File: src/rtl/counter_arbiter.sv
// counter_arbiter: two requesters share one up-counter under round-robin
// arbitration. A granted requester owns the counter until it reaches the
// length latched at grant time (then a one-cycle done pulse) or until it
// drops its request (abort, no done pulse).
//
// Ports:
//   clk         - clock, all state updates on rising edge
//   reset       - asynchronous active-low reset
//   req0/req1   - level requests, held until done or abort
//   len0/len1   - terminal counts, sampled only at grant
//   gnt0/gnt1   - registered grants, high while that requester owns the counter
//   done0/done1 - registered one-cycle completion pulses
//   out         - shared counter value (0 outside RUN)
//   busy        - high whenever the arbiter is not IDLE
module counter_arbiter #(
  parameter int unsigned WIDTH = 4
) (
  input  logic             clk,
  input  logic             reset,
  input  logic             req0,
  input  logic             req1,
  input  logic [WIDTH-1:0] len0,
  input  logic [WIDTH-1:0] len1,
  output logic             gnt0,
  output logic             gnt1,
  output logic             done0,
  output logic             done1,
  output logic [WIDTH-1:0] out,
  output logic             busy
);

  typedef enum logic [1:0] {
    IDLE = 2'd0,
    RUN  = 2'd1,
    DONE = 2'd2
  } state_t;

  state_t           state, state_next;
  logic             owner, owner_next;
  logic             ptr, ptr_next;
  logic [WIDTH-1:0] len_q, len_next;
  logic [WIDTH-1:0] out_next;
  logic             gnt0_next, gnt1_next;
  logic             done0_next, done1_next;
  logic             busy_next;
  logic             owner_req;
  logic             pick;

  // State and output registers
  always_ff @(posedge clk or negedge reset) begin
    if (!reset) begin
      state <= IDLE;
      owner <= 1'b0;
      ptr   <= 1'b0;
      len_q <= '0;
      out   <= '0;
      gnt0  <= 1'b0;
      gnt1  <= 1'b0;
      done0 <= 1'b0;
      done1 <= 1'b0;
      busy  <= 1'b0;
    end else begin
      state <= state_next;
      owner <= owner_next;
      ptr   <= ptr_next;
      len_q <= len_next;
      out   <= out_next;
      gnt0  <= gnt0_next;
      gnt1  <= gnt1_next;
      done0 <= done0_next;
      done1 <= done1_next;
      busy  <= busy_next;
    end
  end

  // Next-state and next-output logic
  always_comb begin
    state_next = state;
    owner_next = owner;
    ptr_next   = ptr;
    len_next   = len_q;
    out_next   = out;
    gnt0_next  = gnt0;
    gnt1_next  = gnt1;
    done0_next = 1'b0;
    done1_next = 1'b0;
    pick       = 1'b0;
    owner_req  = owner ? req1 : req0;

    case (state)
      IDLE: begin
        out_next  = '0;
        gnt0_next = 1'b0;
        gnt1_next = 1'b0;
        if (req0 || req1) begin
          // Pointer breaks ties; a lone requester wins outright
          pick       = (req0 && req1) ? ptr : req1;
          owner_next = pick;
          ptr_next   = ~pick;
          len_next   = pick ? len1 : len0;
          gnt0_next  = ~pick;
          gnt1_next  = pick;
          state_next = RUN;
        end
      end
      RUN: begin
        if (!owner_req) begin
          // Abort wins even at the terminal count
          state_next = IDLE;
          gnt0_next  = 1'b0;
          gnt1_next  = 1'b0;
          out_next   = '0;
        end else if (out == len_q) begin
          state_next = DONE;
          gnt0_next  = 1'b0;
          gnt1_next  = 1'b0;
          done0_next = ~owner;
          done1_next = owner;
          out_next   = '0;
        end else begin
          out_next = out + WIDTH'(1);
        end
      end
      DONE: begin
        state_next = IDLE;
        gnt0_next  = 1'b0;
        gnt1_next  = 1'b0;
        out_next   = '0;
      end
      default: begin
        state_next = IDLE;
        gnt0_next  = 1'b0;
        gnt1_next  = 1'b0;
        out_next   = '0;
      end
    endcase

    busy_next = (state_next != IDLE);
  end

endmodule

File: config.mk
export PLATFORM = sky130hd
export DESIGN_NAME = counter_arbiter
export DESIGN_NICKNAME = d
export VERILOG_FILES = /design/src/rtl/counter_arbiter.sv
export SDC_FILE = /design/constraint.sdc
export NUM_CORES = 1
export LEC_CHECK = 0
export CORE_AREA = 2 2 45 47
export DETAILED_ROUTE_END_ITERATION = 10
export DIE_AREA = 0 0 47 49
export GPL_TIMING_DRIVEN = 1
export HOLD_SLACK_MARGIN = 0.02
export PLACE_DENSITY = 0.85
export RECOVER_POWER = 100
export SLEW_MARGIN = 20
export SYNTH_ARGS = -nofsm -noshare
export SYNTH_HDL_FRONTEND = slang
export SYNTH_SLANG_ARGS = --single-unit
File: constraint.sdc
create_clock -name clk -period 2.02 [get_ports clk]
set_clock_uncertainty 0.2 [all_clocks]
set_input_delay 0.606 -clock clk [delete_from_list [all_inputs] [get_ports clk]]
set_output_delay 0.606 -clock clk [all_outputs]
set_load 0.01 [all_outputs]
==> out/metrics.yaml <==
clock_network:
  cts_buffers: 3
  htree_levels: 1
  cts_hold_buf: 0
  cts.path.max_buffers: 2
  clock_sinks: 17
  cts_tree: "done"
  cts_root_buf: "clkbuf_4"
  clock_latency_ns: 0.29
  clkSlewWorstSetupHoldPaths_ns: 0.10
setup_path:
  worstPathMaxFanout: 1
  slowest_stage: "clkdlybuf4s50_1"
  worstSetupStartpointType: "register"
  cp_cell_sequence: "clkdlybuf4s50_1"
  crit_type: "register to output pin"
  max_stage_delay_ns: 0.53
  worst_path_dominant_cell_family: "buffers and inverters"
  end_kind: "output pin"
  crit_buf_inv: 1
  crit_arrival_ns: 1.16
  crit_required_ns: 1.21
route:
  first_pass_iters: 6
  drtIter0Drc: 15
  num_vias: 665
  routed_wl_um: 1720
  drc: 0
  viasPerCell: 5.08
  wire_per_inst_um: 13.2
  ant_nets: 0
final_layout:
  area_growth_pct: 39.1
  drive_gt1_share_pct: 11.5
  finalNetCount: 118
  nFillCells: 169
  fin_cells: 131
  antenna_cells: 0
placed_design:
  numPortBuffers: 20
  place.gp.congestion: 0.805
  dp.final_hpwl_um: 1270
  place_ws_ns: -0.0847
  dp_cells: 123
synth:
  syn_area_sq_um: 781
  ys_seq_elements: 17
  synth_fp_nets: 84
  synthCells: 71
  synth_seq_area_share_pct: 54.5
  yosysWarnings: 0
  syn_avg_cell_area_sq_um: 11.0
  yosysUniqueCellTypes: 26
timing:
  setup_tns_ns: 0
  slew_viol_final: 0
  tightest_slew_ns: 0.897
  finalCriticalPeriod_ns: 1.97
  setup_ws_ns: 0.0509
  rsz0062_at_grt: "no"
  slew_headroom_pct: 40.2
  fmax_ghz: 0.508
  finalSetupViolCount: 0
  fin_crit_sh_pct: 97.5
  hold_viol_final: 0
pwr:
  p_per_area_mw_per_mm2: 1150
  pwr-share-clk_pct: 14.4
  p_int_w: 0.000778
  peakVddDrop_mv: 0.571
  pwr-share-comb_pct: 42.9
  p_leak_nw: 0.465
  p_sw_w: 0.000470
  switching_share_pct: 37.6
  p_seq_share_pct: 42.8
  power_w: 0.00125
die:
  die_y_um: 49
  start_util_pct: 42.4
  dieArea_sq_mm: 0.00230
  rows: 16
  core_sq_mm: 0.00184
  die_x_um: 47
  io_pins: 21
global_routing:
  grt_pass1_wl_um: 2930
  grt_max_degree: 18
  first_global_vias: 712
  track_usage_pct: 17.5
  antenna_found_initial: 0
  grt_overflow: 0
run_status:
  outcome: "finished, final reports clean"
worst_hold_path:
  hp-class: "register to register"
flow_run:
  drv_cap: 0
==> through the flow <==
stage	cell area, sq um	utilization, %	hold slack [ns]
4_1_cts	1110	60.3	0.294
6_report	1090	59.0	0.286
3_3_place_gp	1050	57.3	0.277
5_1_grt	1090	59.0	0.317
2_1_floorplan	781	-	0.110
3_5_place_dp	1050	57.3	0.286
==> final timing paths <==
| kind | end | slack [ns] | cells after the start | from |
|---|---|---|---|---|
| setup / recovery | busy | 0.05 | 1 | busy |
| hold / removal | done0 | 0.29 | 1 | owner |
| setup reg to reg | done0 | 0.19 | 4 | out[1] |
| hold reg to reg | done0 | 0.29 | 1 | owner |
| max in group asynchronous | out[3] | 0.32 | 2 | reset |
| min in group asynchronous | out[0] | 0.75 | 2 | reset |
==> cell usage in the layout, fill, tap and decap left out, types with 3 or more instances in the layout <==
cell             Yosys  routed
a21oi_1              3       3
clkdlybuf4s50_1      0      13
o21ai_0              6       6
nor3_1               3       3
buf_4                0       6
clkbuf_1             0       5
dfrtp_1             17      17
inv_1                7       7
xor2_1               5       5
clkbuf_4             0       3
clkdlybuf4s25_1      0       6
nand3_1              5       5
a31oi_1              3       3
nor3b_1              1       3
==> area by class of cell <==
cell class / instances / area, sq um / share of cell area [%]
Multi-Input combinational cell: 46 / 314 / 28.9
Timing Repair Buffer: 30 / 260 / 24.0
Inverter: 7 / 26.3 / 2.42
Sequential cell: 17 / 425 / 39.2
Tap cell: 27 / 33.8 / 3.11
Clock buffer: 4 / 26.3 / 2.42
==> flip-flops by register name, summed over array words and instances, names as in the netlist <==
register,count
state,2
done0,1
busy,1
gnt1,1
ptr,1
len_q,4
done1,1
owner,1
gnt0,1
out,4
==> power groups by stage <==
stage | registers [W] | clock network [W] | logic (W)
after global placement | 0.000548 | 0 | 0.000513
after global routing | 0.000550 | 0.000200 | 0.000591
final | 0.000534 | 0.000179 | 0.000535
after detailed placement | 0.000555 | 0 | 0.000532
after floorplan | 0.000559 | 0 | 0.000302
after CTS | 0.000534 | 0.000182 | 0.000578
==> cells in the mapped netlist <==
cell type,number,share of area [%]
dfrtp_1,17,54
inv_1,7,3.4
o21ai_0,6,3.8
nand3_1,5,3.2
xor2_1,5,5.6
a21oi_1,3,1.9
a31oi_1,3,2.4
nor3_1,3,1.9
nand2_1,2,0.96
nor2b_1,2,1.6
nor3b_2,2,3.2
o31ai_1,2,1.9
and2_1,1,0.80
buf_2,1,0.64
ha_1,1,1.6
mux2_2,1,1.4
nand2b_1,1,0.80
nand3b_1,1,0.96
nor2_1,1,0.48
nor3b_1,1,0.96
nor4_4,1,2.7
o2111ai_1,1,1.1
o211ai_1,1,0.96
o221ai_1,1,1.1
or2_2,1,0.80
xnor2_1,1,1.1
==> kinds of logic after synthesis <==
family | after synthesis | synth area share, %
flops | 17 | 54.5
compound gates | 17 | 13.3
simple gates | 21 | 18.4
mux | 1 | 1.44
buf+inv | 8 | 4.01
xor+xnor | 6 | 6.73
fa+ha+maj | 1 | 1.60
==> layer usage <==
layer | part of all wire, % | vias up | routed length (um) | GRT usage, %
met5 | 0 | - | 0 | 0
met4 | 1.2 | 0 | 21 | 5.56
met3 | 4.5 | 4 | 77 | 3.33
met2 | 54 | 28 | 932 | 32.6
met1 | 40 | 316 | 692 | 18.3
li1 | - | 317 | - | -
==> what timing repair did <==
action,4_1_cts,5_1_grt
setup endpoints to repair,4,6
gates resized for setup,0,6
setup buffers,4,0
(Power assumes the default switching activity.)
